[src/rtl/id_ex_pkg.sv]
// id_ex_pkg
//   Shared constants for the decode-to-execute operand stage:
//   - default datapath, register-index and control-bundle widths
//   - bit positions inside the decoded control bundle
//     (bit0 regWrite, bit1 memRead, bit2 memWrite, bit3 aluSrc, bits7:4 aluOp)
package id_ex_pkg;

  localparam int DATA_W_DEF = 32;
  localparam int ADDR_W_DEF = 5;
  localparam int CTRL_W_DEF = 8;

  localparam int CTRL_REGWRITE  = 0;
  localparam int CTRL_MEMREAD   = 1;
  localparam int CTRL_MEMWRITE  = 2;
  localparam int CTRL_ALUSRC    = 3;
  localparam int CTRL_ALUOP_LSB = 4;
  localparam int CTRL_ALUOP_W   = 4;

endpackage

[src/rtl/id_ex_operandos_bypass_operando.sv]
// bypass_operando
//   Single-operand writeback bypass: when the writeback strobe is active and
//   its index matches the operand index, the writeback data replaces the base
//   value. Index 0 is treated like any other index.
//   Ports:
//     wbRegWrite, wbRD, wbDados : writeback strobe, index, data
//     indice                    : operand register index to compare
//     dadoBase                  : value used when there is no match
//     operando                  : selected operand
module bypass_operando #(
  parameter int DATA_W = 32,
  parameter int ADDR_W = 5
) (
  input  logic              wbRegWrite,
  input  logic [ADDR_W-1:0] wbRD,
  input  logic [DATA_W-1:0] wbDados,
  input  logic [ADDR_W-1:0] indice,
  input  logic [DATA_W-1:0] dadoBase,
  output logic [DATA_W-1:0] operando
);

  assign operando = (wbRegWrite && (wbRD == indice)) ? wbDados : dadoBase;

endmodule

[src/rtl/id_ex_operandos.sv]
// id_ex_operandos
//   Decode-to-execute pipeline register placed right after the register file.
//   Captures read data, immediate, indices and decoded control for one
//   instruction and offers it to execute through a valid/ready handshake.
//
//   Handshake: a transfer happens on a rising clock edge where the producer's
//   valid and the consumer's ready (pronto) are both 1. valid_ex never depends
//   combinationally on pronto_ex; pronto_id does depend on pronto_ex, flush,
//   valid_id and the source indices.
//
//   Ports:
//     clock, reset            : clock, asynchronous active-high reset
//     valid_id / pronto_id    : decode-side handshake
//     R1, R2, RD, imediato    : decoded indices and sign-extended immediate
//     ctrl_id                 : decoded control bundle
//     leituraR1, leituraR2    : register file read data
//     wbRegWrite, wbRD, wbDados : writeback port (bypass and snoop source)
//     flush                   : kill the instruction entering or held here
//     valid_ex / pronto_ex    : execute-side handshake
//     opA_ex, opB_ex, imediato_ex, R1_ex, R2_ex, RD_ex, ctrl_ex : slot contents
//
//   Optional build macro ID_EX_STATS_EN adds contador_bolhas (load-use
//   bubbles inserted) and contador_paradas (cycles held by execute back-pressure).
module id_ex_operandos
  import id_ex_pkg::*;
#(
  parameter int DATA_W = DATA_W_DEF,
  parameter int ADDR_W = ADDR_W_DEF,
  parameter int CTRL_W = CTRL_W_DEF
) (
  input  logic              clock,
  input  logic              reset,
  input  logic              valid_id,
  output logic              pronto_id,
  input  logic [ADDR_W-1:0] R1,
  input  logic [ADDR_W-1:0] R2,
  input  logic [ADDR_W-1:0] RD,
  input  logic [DATA_W-1:0] imediato,
  input  logic [CTRL_W-1:0] ctrl_id,
  input  logic [DATA_W-1:0] leituraR1,
  input  logic [DATA_W-1:0] leituraR2,
  input  logic              wbRegWrite,
  input  logic [ADDR_W-1:0] wbRD,
  input  logic [DATA_W-1:0] wbDados,
  input  logic              flush,
  output logic              valid_ex,
  input  logic              pronto_ex,
  output logic [DATA_W-1:0] opA_ex,
  output logic [DATA_W-1:0] opB_ex,
  output logic [DATA_W-1:0] imediato_ex,
  output logic [ADDR_W-1:0] R1_ex,
  output logic [ADDR_W-1:0] R2_ex,
  output logic [ADDR_W-1:0] RD_ex,
  output logic [CTRL_W-1:0] ctrl_ex
`ifdef ID_EX_STATS_EN
  ,
  output logic [31:0]       contador_bolhas,
  output logic [31:0]       contador_paradas
`endif
);

  logic avanca;
  logic hazard;
  logic aceita;

  logic [DATA_W-1:0] capturaA;
  logic [DATA_W-1:0] capturaB;
  logic [DATA_W-1:0] snoopA;
  logic [DATA_W-1:0] snoopB;

  // Slot is free, or being drained this cycle.
  assign avanca = !valid_ex || pronto_ex;

  // Load-use: a load in the slot whose destination matches either incoming
  // source. Both sources are compared even if the instruction uses only one.
  assign hazard = valid_id && valid_ex && ctrl_ex[CTRL_MEMREAD] &&
                  ((RD_ex == R1) || (RD_ex == R2));

  assign pronto_id = avanca && !hazard && !flush;
  assign aceita    = valid_id && pronto_id;

  // Capture bypass: the register file writes on the same edge we capture,
  // so its read data is stale when the writeback targets our source.
  bypass_operando #(.DATA_W(DATA_W), .ADDR_W(ADDR_W)) u_capturaA (
    .wbRegWrite (wbRegWrite),
    .wbRD       (wbRD),
    .wbDados    (wbDados),
    .indice     (R1),
    .dadoBase   (leituraR1),
    .operando   (capturaA)
  );

  bypass_operando #(.DATA_W(DATA_W), .ADDR_W(ADDR_W)) u_capturaB (
    .wbRegWrite (wbRegWrite),
    .wbRD       (wbRD),
    .wbDados    (wbDados),
    .indice     (R2),
    .dadoBase   (leituraR2),
    .operando   (capturaB)
  );

  // Snoop: a held operand follows any writeback to its source register so it
  // is still current when execute finally takes it.
  bypass_operando #(.DATA_W(DATA_W), .ADDR_W(ADDR_W)) u_snoopA (
    .wbRegWrite (wbRegWrite),
    .wbRD       (wbRD),
    .wbDados    (wbDados),
    .indice     (R1_ex),
    .dadoBase   (opA_ex),
    .operando   (snoopA)
  );

  bypass_operando #(.DATA_W(DATA_W), .ADDR_W(ADDR_W)) u_snoopB (
    .wbRegWrite (wbRegWrite),
    .wbRD       (wbRD),
    .wbDados    (wbDados),
    .indice     (R2_ex),
    .dadoBase   (opB_ex),
    .operando   (snoopB)
  );

  always_ff @(posedge clock or posedge reset) begin
    if (reset) begin
      valid_ex    <= 1'b0;
      opA_ex      <= '0;
      opB_ex      <= '0;
      imediato_ex <= '0;
      R1_ex       <= '0;
      R2_ex       <= '0;
      RD_ex       <= '0;
      ctrl_ex     <= '0;
    end else if (flush) begin
      // Data registers keep their contents; only liveness and control die.
      valid_ex <= 1'b0;
      ctrl_ex  <= '0;
    end else if (aceita) begin
      valid_ex    <= 1'b1;
      opA_ex      <= capturaA;
      opB_ex      <= capturaB;
      imediato_ex <= imediato;
      R1_ex       <= R1;
      R2_ex       <= R2;
      RD_ex       <= RD;
      ctrl_ex     <= ctrl_id;
    end else if (avanca) begin
      // Drained with nothing to replace it, or load-use bubble.
      valid_ex <= 1'b0;
      ctrl_ex  <= '0;
    end else if (valid_ex) begin
      opA_ex <= snoopA;
      opB_ex <= snoopB;
    end
  end

`ifdef ID_EX_STATS_EN
  always_ff @(posedge clock or posedge reset) begin
    if (reset) begin
      contador_bolhas  <= '0;
      contador_paradas <= '0;
    end else begin
      if (hazard && pronto_ex) contador_bolhas <= contador_bolhas + 32'd1;
      if (valid_ex && !pronto_ex) contador_paradas <= contador_paradas + 32'd1;
    end
  end
`endif

endmodule

[config.mk]
export PLATFORM = sky130hd
export DESIGN_NAME = id_ex_operandos
export DESIGN_NICKNAME = d
export VERILOG_FILES = /design/src/rtl/id_ex_pkg.sv /design/src/rtl/id_ex_operandos_bypass_operando.sv /design/src/rtl/id_ex_operandos.sv
export SDC_FILE = /design/constraint.sdc
export NUM_CORES = 1
export LEC_CHECK = 0
export ABC_AREA = 0
export BUFFER_PORTS_ARGS = -buffer_cell sky130_fd_sc_hd__buf_2
export CAP_MARGIN = 20
export CORE_MARGIN = 2
export CORE_UTILIZATION = 55
export CTS_CLUSTER_DIAMETER = 40
export DETAILED_ROUTE_END_ITERATION = 12
export PLACE_DENSITY = 0.88
export SLEW_MARGIN = 40
export SYNTH_ARGS = -nofsm -noshare
export SYNTH_HDL_FRONTEND = slang
export SYNTH_HIERARCHICAL = 1
export SYNTH_SLANG_ARGS = --single-unit
[constraint.sdc]
create_clock -name clock -period 6.5 [get_ports clock]
set_clock_uncertainty 0.15 [all_clocks]
set_input_delay 0.975 -clock clock [delete_from_list [all_inputs] [get_ports clock]]
set_output_delay 0.975 -clock clock [all_outputs]
set_load 0.005 [all_outputs]
==> metrics.txt, run 1 <==
# TYPE chip_impl_metric gauge
chip_impl_metric{name="post_drt_wl_per_cell",unit="um"} 21.0
chip_impl_metric{name="syn_area_cell",unit="um^2"} 14.5
chip_impl_info{name="grt_setup_unrepaired",value="no"} 1
chip_impl_metric{name="gp_routability_congestion",unit=""} 0.815
chip_impl_metric{name="multi_input_comb_area",unit="um^2"} 4300
chip_impl_info{name="route.top_layer_used",value="met4"} 1
chip_impl_metric{name="worst_ir_drop_vdd",unit="mV"} 0.212
chip_impl_metric{name="ys_ff_latch",unit=""} 120
chip_impl_metric{name="route.detailed.vias_per_inst",unit=""} 5.76
chip_impl_metric{name="cts_made_buffers",unit=""} 17
chip_impl_metric{name="post_cts_hold_buffer_count",unit=""} 0
chip_impl_metric{name="worst_slew_margin_relative_to_its_limit",unit="%"} 44.1
chip_impl_metric{name="register_area",unit="um^2"} 3000
chip_impl_metric{name="place.port_buffers",unit=""} 282
chip_impl_metric{name="clkPwrFrac",unit="%"} 36.0
chip_impl_metric{name="wl_met1",unit="mm"} 8.07
chip_impl_info{name="status",value="finished clean"} 1
chip_impl_metric{name="netSwitchingPower",unit="mW"} 0.724
chip_impl_metric{name="cp.required",unit="ps"} 6620
chip_impl_metric{name="timing.final.setup_violations",unit=""} 0
chip_impl_metric{name="critPathMaxStageDelay",unit="ps"} 730
chip_impl_metric{name="cap_violations",unit=""} 0
chip_impl_metric{name="layout.filler_cells",unit=""} 992
chip_impl_metric{name="hpwlAfterDp",unit="mm"} 14.5
chip_impl_metric{name="placement_rows",unit=""} 43
chip_impl_metric{name="reg2reg_setup_slack",unit="ps"} 3300
chip_impl_metric{name="areaGrowthSynthToFinish",unit="%"} 25.6
chip_impl_metric{name="power_frac_comb",unit="%"} 27.4
chip_impl_info{name="crit_slowest_cell",value="and3_2"} 1
chip_impl_metric{name="critical_path_arrival",unit="ps"} 3640
chip_impl_metric{name="grt_residual_overflow",unit=""} 0
chip_impl_metric{name="cts.repair_timing.setup_buffer_count",unit=""} 0
chip_impl_metric{name="synth.net_count",unit=""} 695
chip_impl_info{name="worst_setup_path_startpoint",value="R2[1]"} 1
chip_impl_metric{name="dr_total_vias",unit=""} 5721
chip_impl_metric{name="drt_iter0_drc",unit=""} 300
chip_impl_metric{name="clkLatencyLatePin",unit="ps"} 400
chip_impl_info{name="crit_path_cell_trace",value="buf_2 > xor2_1 > nor4_1 > and3_2 > buf_4 > mux2_4 > a22o_1 > a221o_1"} 1
chip_impl_metric{name="pin_count_of_the_biggest_net_entering_global_routing",unit=""} 65
chip_impl_metric{name="fin_setup_tns",unit="ps"} 0
chip_impl_metric{name="drv_slew",unit=""} 0
chip_impl_metric{name="layout_min_cycle_time",unit="ps"} 3520
chip_impl_metric{name="ctsLongestPathBuffers",unit=""} 2
chip_impl_metric{name="grt_pass1_vias",unit=""} 6169
chip_impl_metric{name="drtPass1Iterations",unit=""} 4
chip_impl_metric{name="tightestPinTransition",unit="ps"} 839
chip_impl_metric{name="max_freq",unit="MHz"} 284
chip_impl_metric{name="synthesis.area",unit="um^2"} 7720
chip_impl_metric{name="p_per_area",unit="nW/um^2"} 283
chip_impl_metric{name="design_power_total",unit="mW"} 2.74
chip_impl_metric{name="seq_power_share",unit="%"} 36.6
chip_impl_metric{name="cts_resized",unit=""} 0
chip_impl_metric{name="route.final.wire_length",unit="mm"} 20.9
chip_impl_metric{name="cellInternalPower",unit="mW"} 2.02
chip_impl_metric{name="stdcell_area",unit="um^2"} 9700
chip_impl_metric{name="cts_sinks",unit=""} 120
chip_impl_info{name="critical_path.top_delay_family",value="simple AND/OR/NAND/NOR gates"} 1
chip_impl_metric{name="top_fanout_value_on_the_critical_path",unit=""} 19
chip_impl_metric{name="htree_levels",unit=""} 4
chip_impl_info{name="path_class",value="input port to flop"} 1
chip_impl_metric{name="power_switching_share",unit="%"} 26.4
chip_impl_metric{name="leakage",unit="nW"} 4.66
chip_impl_metric{name="post_dp_cell_area",unit="um^2"} 9080
chip_impl_metric{name="seq_area_frac_synth",unit="%"} 38.9
chip_impl_metric{name="report.final.hold_viol_count",unit=""} 0
chip_impl_metric{name="die_area",unit="um^2"} 15000
chip_impl_info{name="timing.rr.start",value="RD_ex[0]"} 1
chip_impl_metric{name="yosys.cell_types.count",unit=""} 24
chip_impl_metric{name="grt_first_pass_wirelength",unit="mm"} 31.9
chip_impl_metric{name="synth-warning-count",unit=""} 6
chip_impl_metric{name="die-height",unit="um"} 122
chip_impl_metric{name="postSynthCellCount",unit=""} 533
chip_impl_metric{name="dr_drc_count",unit=""} 0
chip_impl_metric{name="chipWidth",unit="um"} 122
chip_impl_metric{name="final_layout_size_suffix_gt1_share",unit="%"} 70.4
chip_impl_metric{name="gr_util_all_layers",unit="%"} 27.8
chip_impl_info{name="cts-root-buf",value="clkbuf_16"} 1
chip_impl_metric{name="routed-wl-met2",unit="mm"} 10.6
chip_impl_info{name="endpoint_kind",value="flop"} 1
chip_impl_metric{name="detailroute.wirelength.met3",unit="mm"} 1.67
chip_impl_info{name="cts_tree",value="yes"} 1
chip_impl_metric{name="initial_core_util",unit="%"} 56.1
chip_impl_metric{name="antenna_found_initial",unit=""} 0
chip_impl_metric{name="antenna_cells_inserted",unit=""} 0
chip_impl_metric{name="antenna_left",unit=""} 0
chip_impl_metric{name="post-route-period-util",unit="%"} 54.2
chip_impl_metric{name="buffer_and_inverter_count_on_the_worst_path",unit=""} 2
chip_impl_metric{name="clk_pin_slew",unit="ps"} 50
chip_impl_metric{name="design.final.nets",unit=""} 964
chip_impl_metric{name="core-area",unit="um^2"} 13800
chip_impl_info{name="start_kind",value="input port"} 1
chip_impl_info{name="min-delay-start",value="imediato_ex[31]"} 1
chip_impl_info{name="min-delay-path-class",value="flop to flop"} 1
chip_impl_metric{name="io_pins",unit=""} 283
-- routing by layer --
layer | GRT usage (%) | vias to the layer above
li1 | - | 2565
met1 | 32.0 | 2822
met2 | 48.2 | 295
met3 | 6.83 | 39
met4 | 13.5 | 0
met5 | 0 | -
-- metrics by stage --
stage               utilization [%]  setup WS, ps  instances  hold WS [ps]
CTS                            70.4          3030        994           350
global route                   70.4          2870        994           375
global placement               65.6          2670        961           331
finish                         70.4          2980        994           350
detailed placement             65.9          2610        963           333
floorplan                         -          2190        533           339
-- worst reg2reg max path: cells and delay by family, from the launching register on --
kind | cells | cell delay, ps
AOI/OAI and AO/OA | 2 | 1110
xor gates and xnor gates | 1 | 220
buffers and inverters | 1 | 660
DFF | 1 | 420
muxes | 1 | 440
and+or+nand+nor | 1 | 70
-- synthesized netlist by cell type (all sizes together) --
cell type / instances / area share, %
and2: 1 / 0.081
nor4: 6 / 0.57
xnor2: 6 / 0.68
a221o: 31 / 4.0
a22o: 39 / 4.4
a31o: 1 / 0.11
buf: 33 / 5.0
o21ai: 1 / 0.065
nand2: 2 / 0.097
xor2: 24 / 2.7
mux2: 241 / 42
dfrtp: 120 / 39
clkbuf: 12 / 0.58
and3: 5 / 0.41
a32oi: 1 / 0.11
inv: 2 / 0.097
nor2: 3 / 0.15
nor2b: 4 / 0.32
nor3: 1 / 0.065
-- power groups by stage --
| stage | logic [mW] | clock network [mW] | registers (mW) |
|---|---|---|---|
| 2_1_floorplan | 0.460 | 0 | 1.01 |
| 3_3_place_gp | 0.722 | 0 | 1.00 |
| 3_5_place_dp | 0.750 | 0 | 1.01 |
| 4_1_cts | 0.755 | 1.01 | 1.00 |
| 5_1_grt | 0.808 | 1.03 | 1.02 |
| 6_report | 0.753 | 0.987 | 1.00 |
-- worst paths after layout --
check                                  end  cells past startpoint
max in group asynchronous       opA_ex[13]                      3
hold / removal             imediato_ex[31]                      1
hold reg to reg            imediato_ex[31]                      1
setup reg to reg                opB_ex[21]                      6
min in group asynchronous  imediato_ex[15]                      2
setup / recovery                opB_ex[10]                      8
-- state kept, by name (all words and copies together) (netlist names) --
register and cells:
R2_ex 5, ctrl_ex 8, R1_ex 5, opB_ex 32, opA_ex 32, RD_ex 5, valid_ex 1, imediato_ex 32
-- cell type report --
cell class	instances	share of cell area, %
multi-input combinational	366	44.4
sequential	120	31.0
timing repair buffer	295	15.9
clock buffer	23	4.83
tap	180	2.32
clock inverter	8	1.50
inverter	2	0.103
-- layout by cell type, fill, tap and decap left out, types with 3 or more instances in the layout --
master / count
buf_2: 282
mux2_4: 132
dfrtp_1: 120
mux2_2: 109
a22o_1: 39
a221o_1: 31
xor2_1: 24
clkbuf_16: 17
buf_4: 10
xnor2_1: 6
nor4_1: 5
clkbuf_1: 4
bufinv_16: 4
and3_2: 4
nor2_1: 3
-- kinds of logic (layout without fill, tap and decap cells) --
group / after synthesis / count (layout) / synth area share (%)
XOR/XNOR: 30 / 30 / 3.40
buffers and inverters: 47 / 328 / 5.72
AO/OA/AOI/OAI: 73 / 73 / 8.73
AND/OR/NAND/NOR: 22 / 22 / 1.69
flip-flops: 120 / 120 / 38.9
multiplexers: 241 / 241 / 41.6
Note: power is estimated with default switching activity, not from simulation.
==> run 2: changes to the inputs <==
--- a/config.mk
+++ b/config.mk
@@ -9,10 +9,10 @@
 export BUFFER_PORTS_ARGS = -buffer_cell sky130_fd_sc_hd__buf_2
 export CAP_MARGIN = 20
 export CORE_MARGIN = 2
-export CORE_UTILIZATION = 55
+export CORE_UTILIZATION = 46
 export CTS_CLUSTER_DIAMETER = 40
 export DETAILED_ROUTE_END_ITERATION = 12
-export PLACE_DENSITY = 0.88
+export PLACE_DENSITY = 0.78
 export SLEW_MARGIN = 40
 export SYNTH_ARGS = -nofsm -noshare
 export SYNTH_HDL_FRONTEND = slang
==> constraint.sdc (replaced) <==
create_clock -name clock -period 3 [get_ports clock]
set_clock_uncertainty 0.15 [all_clocks]
set_input_delay 0.45 -clock clock [delete_from_list [all_inputs] [get_ports clock]]
set_output_delay 0.45 -clock clock [all_outputs]
set_load 0.005 [all_outputs]
==> metrics.txt, run 2 (same netlist as run 1, synthesis figures left out) <==
# TYPE chip_impl_metric gauge
chip_impl_info{name="status",value="finished clean"} 1
chip_impl_info{name="timing.rr.start",value="R1_ex[1]"} 1
chip_impl_info{name="most-common-layout-cells",value="buf_2 (282), mux2_4 (132), dfrtp_1 (120)"} 1
chip_impl_metric{name="antenna_found_initial",unit=""} 0
chip_impl_metric{name="dpl_worst_slack",unit="ps"} 279
chip_impl_info{name="min-delay-path-class",value="input port to async pin"} 1
chip_impl_metric{name="gr_util_all_layers",unit="%"} 23.1
chip_impl_metric{name="final_layout_size_suffix_gt1_share",unit="%"} 70.8
chip_impl_metric{name="antenna_left",unit=""} 0
chip_impl_metric{name="multi_input_comb_area",unit="um^2"} 4300
chip_impl_metric{name="chipWidth",unit="um"} 134
chip_impl_metric{name="cp.required",unit="ps"} 3140
chip_impl_metric{name="place.port_buffers",unit=""} 282
chip_impl_metric{name="critical_path_arrival",unit="ps"} 2750
chip_impl_metric{name="dr_drc_count",unit=""} 0
chip_impl_metric{name="drtPass1Iterations",unit=""} 4
chip_impl_metric{name="drt_iter0_drc",unit=""} 209
chip_impl_info{name="endpoint_kind",value="flop"} 1
chip_impl_metric{name="route.detailed.vias_per_inst",unit=""} 5.48
chip_impl_metric{name="core-area",unit="um^2"} 16500
chip_impl_info{name="path_class",value="flop to flop"} 1
chip_impl_metric{name="p_per_area",unit="nW/um^2"} 600
chip_impl_metric{name="cts_resized",unit=""} 0
chip_impl_info{name="cts_tree",value="yes"} 1
chip_impl_metric{name="grt_pass1_vias",unit=""} 6007
chip_impl_info{name="grt_setup_unrepaired",value="no"} 1
chip_impl_info{name="cts-root-buf",value="clkbuf_16"} 1
chip_impl_metric{name="layout_min_cycle_time",unit="ps"} 2610
chip_impl_metric{name="htree_levels",unit=""} 4
chip_impl_metric{name="drv_slew",unit=""} 0
chip_impl_metric{name="dr_total_vias",unit=""} 5681
chip_impl_metric{name="ctsLongestPathBuffers",unit=""} 2
chip_impl_metric{name="worst_slew_margin_relative_to_its_limit",unit="%"} 51.2
chip_impl_metric{name="tightestPinTransition",unit="ps"} 732
chip_impl_metric{name="worst_ir_drop_vdd",unit="mV"} 0.340
chip_impl_metric{name="timing.final.setup_violations",unit=""} 0
chip_impl_metric{name="die_area",unit="um^2"} 17800
chip_impl_metric{name="report.final.hold_viol_count",unit=""} 0
chip_impl_metric{name="design_power_total",unit="mW"} 5.90
chip_impl_metric{name="clkLatencyLatePin",unit="ps"} 410
chip_impl_metric{name="post_cts_hold_buffer_count",unit=""} 0
chip_impl_metric{name="finalHoldWorstSlack",unit="ps"} 20.7
chip_impl_metric{name="pin_count_of_the_biggest_net_entering_global_routing",unit=""} 121
chip_impl_metric{name="stdcell_area",unit="um^2"} 9840
chip_impl_metric{name="areaGrowthSynthToFinish",unit="%"} 27.5
chip_impl_metric{name="design.final.nets",unit=""} 965
chip_impl_metric{name="top_fanout_value_on_the_critical_path",unit=""} 32
chip_impl_metric{name="fin_setup_tns",unit="ps"} 0
chip_impl_metric{name="placement_rows",unit=""} 47
chip_impl_info{name="r2r_end",value="opA_ex[10]"} 1
chip_impl_metric{name="cts_sinks",unit=""} 120
chip_impl_metric{name="final_critical_path_setup_slack",unit="ps"} 392
chip_impl_metric{name="clk_pin_slew",unit="ps"} 60
chip_impl_metric{name="cts.repair_timing.setup_buffer_count",unit=""} 0
chip_impl_info{name="leading_cell_type_in_the_layout_fill_and_taps_excluded",value="buf_2"} 1
chip_impl_metric{name="post-route-period-util",unit="%"} 86.9
chip_impl_metric{name="post_dp_cell_area",unit="um^2"} 9240
chip_impl_metric{name="cts_made_buffers",unit=""} 17
chip_impl_info{name="start_kind",value="flop"} 1
chip_impl_metric{name="reg2reg_depth",unit=""} 7
chip_impl_metric{name="leakage",unit="nW"} 4.68
chip_impl_metric{name="die-height",unit="um"} 134
chip_impl_metric{name="post_drt_wl_per_cell",unit="um"} 19.8
chip_impl_metric{name="route.final.wire_length",unit="mm"} 20.5
chip_impl_metric{name="cap_violations",unit=""} 0
chip_impl_metric{name="grt_residual_overflow",unit=""} 0
chip_impl_metric{name="hpwlAfterDp",unit="mm"} 14.2
chip_impl_metric{name="grt_first_pass_wirelength",unit="mm"} 32.1
chip_impl_metric{name="layout.filler_cells",unit=""} 1332
chip_impl_metric{name="gp_routability_congestion",unit=""} 0.798
chip_impl_metric{name="io_pins",unit=""} 283
chip_impl_metric{name="max_freq",unit="MHz"} 383
chip_impl_info{name="registers_with_the_most_flip_flops",value="imediato_ex: 32 flops, opA_ex: 32 flops, opB_ex: 32 flops"} 1
chip_impl_metric{name="initial_core_util",unit="%"} 46.9
chip_impl_metric{name="register_area",unit="um^2"} 3000
chip_impl_metric{name="reg2reg_setup_slack",unit="ps"} 390
==> run 2: layer usage <==
metal / track usage (%) / up-vias / share of wire, % / wire length [um]
met5: 0 / - / 0 / 0
met4: 7.21 / 0 / 1.7 / 341
met3: 5.97 / 28 / 7.3 / 1490
met2: 39.6 / 245 / 49 / 10100
met1: 28.5 / 2842 / 42 / 8600
li1: - / 2566 / - / -
==> run 2: through the flow <==
stage,cells,util [%]
after CTS,1036,59.8
after global placement,1004,56.1
after floorplan,533,-
after global routing,1036,59.8
final,1037,59.8
after detailed placement,1004,56.1
==> run 2: critical path: stages, from the launching register on <==
cell and delay (ps):
dfrtp_1 420, xor2_1 190, nor4_1 300, and3_2 260, buf_12 280, mux2_4 330
mux2_2 270, mux2_2 260
==> run 2: layout make-up <==
| cell class | instances | area share, % |
|---|---|---|
| tap | 220 | 2.80 |
| timing repair buffer | 296 | 16.7 |
| antenna | 1 | 0.0254 |
| clock buffer | 20 | 4.64 |
| inverter | 2 | 0.114 |
| sequential | 120 | 30.5 |
| multi-input combinational | 366 | 43.7 |
| clock inverter | 12 | 1.53 |
==> run 2: worst max path at each step <==
| stage | from | end | slack (ps) | cells past startpoint |
|---|---|---|---|---|
| floorplan | wbRD[1] | opA_ex[29] | 670 | 8 |
| finish | R1_ex[1] | opA_ex[10] | 390 | 7 |
| detailed placement | wbRD[1] | opA_ex[29] | 280 | 8 |
| global route | RD_ex[3] | pronto_id | 290 | 6 |
| global placement | wbRD[1] | opA_ex[29] | 290 | 8 |
| CTS | RD_ex[3] | pronto_id | 390 | 6 |
==> run 2: report_power, final <==
group          internal [mW]  switching [mW]
combinational           1.03           0.588
clock                   1.34           0.763
sequential              1.93           0.244
total                   4.31            1.60
==> run 3: changes to the inputs <==
--- a/config.mk
+++ b/config.mk
@@ -6,13 +6,13 @@
 export NUM_CORES = 1
 export LEC_CHECK = 0
 export ABC_AREA = 0
-export BUFFER_PORTS_ARGS = -buffer_cell sky130_fd_sc_hd__buf_2
 export CAP_MARGIN = 20
 export CORE_MARGIN = 2
-export CORE_UTILIZATION = 46
-export CTS_CLUSTER_DIAMETER = 40
+export CORE_UTILIZATION = 58
+export CTS_CLUSTER_DIAMETER = 50
 export DETAILED_ROUTE_END_ITERATION = 12
-export PLACE_DENSITY = 0.78
+export DONT_BUFFER_PORTS = 1
+export PLACE_DENSITY = 0.76
 export SLEW_MARGIN = 40
 export SYNTH_ARGS = -nofsm -noshare
 export SYNTH_HDL_FRONTEND = slang
==> metrics.txt, run 3 (same netlist as run 1, synthesis figures left out) <==
# TYPE chip_impl_metric gauge
chip_impl_metric{name="post_drt_wl_per_cell",unit="um"} 26.5
chip_impl_metric{name="p_per_area",unit="nW/um^2"} 665
chip_impl_metric{name="antenna_left",unit=""} 0
chip_impl_metric{name="dr_drc_count",unit=""} 0
chip_impl_metric{name="met1_usage",unit="%"} 29.6
chip_impl_metric{name="drt_iter0_drc",unit=""} 320
chip_impl_metric{name="register_area",unit="um^2"} 3000
chip_impl_metric{name="drtPass1Iterations",unit=""} 4
chip_impl_metric{name="cp.required",unit="ps"} 2400
chip_impl_metric{name="leakage",unit="nW"} 3.58
chip_impl_metric{name="placement_rows",unit=""} 42
chip_impl_metric{name="grt_pass1_vias",unit=""} 5225
chip_impl_metric{name="pin_count_of_the_biggest_net_entering_global_routing",unit=""} 47
chip_impl_info{name="registers_with_the_most_flip_flops",value="imediato_ex: 32 flops, opA_ex: 32 flops, opB_ex: 32 flops"} 1
chip_impl_metric{name="place.port_buffers",unit=""} 0
chip_impl_metric{name="clkLatencyLatePin",unit="ps"} 410
chip_impl_metric{name="cts_made_buffers",unit=""} 17
chip_impl_metric{name="die-height",unit="um"} 119
chip_impl_metric{name="initial_core_util",unit="%"} 58.8
chip_impl_metric{name="fin_util",unit="%"} 64.2
chip_impl_metric{name="route.final.wire_length",unit="mm"} 18.9
chip_impl_metric{name="chipWidth",unit="um"} 119
chip_impl_metric{name="cts_sinks",unit=""} 120
chip_impl_info{name="most-common-layout-cells",value="mux2_4 (132), dfrtp_1 (120), mux2_2 (109)"} 1
chip_impl_metric{name="die_area",unit="um^2"} 14300
chip_impl_metric{name="drv_slew",unit=""} 0
chip_impl_metric{name="critical_path_arrival",unit="ps"} 2030
chip_impl_metric{name="core-area",unit="um^2"} 13100
chip_impl_metric{name="grt_residual_overflow",unit=""} 0
chip_impl_metric{name="fin_setup_tns",unit="ps"} 0
chip_impl_metric{name="design.final.nets",unit=""} 687
chip_impl_info{name="cts-root-buf",value="clkbuf_16"} 1
chip_impl_metric{name="gp_routability_congestion",unit=""} 0.920
chip_impl_info{name="start_kind",value="flop"} 1
chip_impl_metric{name="cts.repair_timing.setup_buffer_count",unit=""} 0
chip_impl_metric{name="design_power_total",unit="mW"} 5.61
chip_impl_info{name="cts_tree",value="yes"} 1
chip_impl_info{name="top_usage_layer",value="met2"} 1
chip_impl_metric{name="layout.filler_cells",unit=""} 983
chip_impl_info{name="leading_cell_type_in_the_layout_fill_and_taps_excluded",value="mux2_4"} 1
chip_impl_metric{name="antenna_found_initial",unit=""} 0
chip_impl_metric{name="tightestPinTransition",unit="ps"} 478
chip_impl_metric{name="grt_first_pass_wirelength",unit="mm"} 29.5
chip_impl_metric{name="clk_pin_slew",unit="ps"} 60
chip_impl_info{name="endpoint_kind",value="output pin"} 1
chip_impl_info{name="status",value="finished clean"} 1
chip_impl_metric{name="max_freq",unit="MHz"} 380
chip_impl_metric{name="dr_total_vias",unit=""} 4634
chip_impl_metric{name="layout_min_cycle_time",unit="ps"} 2630
chip_impl_info{name="min-delay-path-class",value="input port to flop"} 1
chip_impl_metric{name="report.final.hold_viol_count",unit=""} 0
chip_impl_metric{name="top_fanout_value_on_the_critical_path",unit=""} 4
chip_impl_metric{name="final_layout_size_suffix_gt1_share",unit="%"} 55.7
chip_impl_metric{name="route.detailed.vias_per_inst",unit=""} 6.50
chip_impl_metric{name="antenna_cells_inserted",unit=""} 0
chip_impl_metric{name="hpwlAfterDp",unit="mm"} 13.0
chip_impl_metric{name="areaGrowthSynthToFinish",unit="%"} 9.25
chip_impl_metric{name="timing.final.setup_violations",unit=""} 0
chip_impl_metric{name="cap_violations",unit=""} 0
chip_impl_metric{name="worst_slew_margin_relative_to_its_limit",unit="%"} 68.1
chip_impl_metric{name="worst_ir_drop_vdd",unit="mV"} 0.513
chip_impl_metric{name="multi_input_comb_area",unit="um^2"} 4300
chip_impl_metric{name="htree_levels",unit=""} 4
chip_impl_metric{name="fraction_of_met3_tracks_used_by_global_routing",unit="%"} 10.9
chip_impl_metric{name="io_pins",unit=""} 283
chip_impl_metric{name="post-route-period-util",unit="%"} 87.7
chip_impl_metric{name="gr_util_all_layers",unit="%"} 27.0
chip_impl_info{name="grt_setup_unrepaired",value="no"} 1
chip_impl_metric{name="grt.met2_usage",unit="%"} 47.1
chip_impl_info{name="path_class",value="flop to output pin"} 1
chip_impl_metric{name="ctsLongestPathBuffers",unit=""} 2
run 3: layer usage:
metal	wire, um	vias to the layer above
met4	377	0
met1	6850	2347
met5	0	-
met3	1910	28
li1	-	2014
met2	9790	245
run 3: final cells by class:
type | count | share of cell area [%]
multi-input combinational | 366 | 51.0
clock buffer | 18 | 5.21
tap | 176 | 2.61
clock inverter | 13 | 2.31
sequential | 120 | 35.6
inverter | 2 | 0.133
timing repair buffer | 18 | 3.11
run 3: repair_timing:
action                                 CTS  global route
gates resized for setup                  0             0
hold buffers                             1             0
endpoints found under the hold margin   11             0
run 3: power by group:
group / internal, mW / total (mW) / switching, mW
clock: 1.42 / 2.19 / 0.778
sequential: 1.93 / 2.29 / 0.357
combinational: 0.765 / 1.13 / 0.362
run 3: path summary, 6_finish.rpt:
kind | slack, ps | startpoint | cells past startpoint | endpoint
setup reg to reg | 440 | R1_ex[1] | 7 | opA_ex[21]
min in group asynchronous | 360 | reset | 2 | imediato_ex[13]
hold reg to reg | 380 | ctrl_ex[7] | 1 | ctrl_ex[7]
setup / recovery | 370 | RD_ex[4] | 5 | pronto_id
max in group asynchronous | 1600 | reset | 4 | opB_ex[28]
hold / removal | 20 | ctrl_id[0] | 1 | ctrl_ex[0]
run 3: through the flow:
| stage | worst slack, ps | area [um^2] | cells | hold WS (ps) |
|---|---|---|---|---|
| 6_report | 368 | 8440 | 713 | 23.7 |
| 4_1_cts | 365 | 8440 | 713 | 7.09 |
| 2_1_floorplan | 673 | 7720 | 533 | 339 |
| 3_5_place_dp | 371 | 7790 | 681 | 169 |
| 3_3_place_gp | 454 | 7770 | 680 | 365 |
| 5_1_grt | 264 | 8440 | 713 | 3.41 |
run 3: critical path, stage by stage (launching register included):
cell and delay (ps):
dfrtp_1 480, xor2_1 240, nor4_1 110, a32oi_1 380, nor2_1 100, nor3_1 310
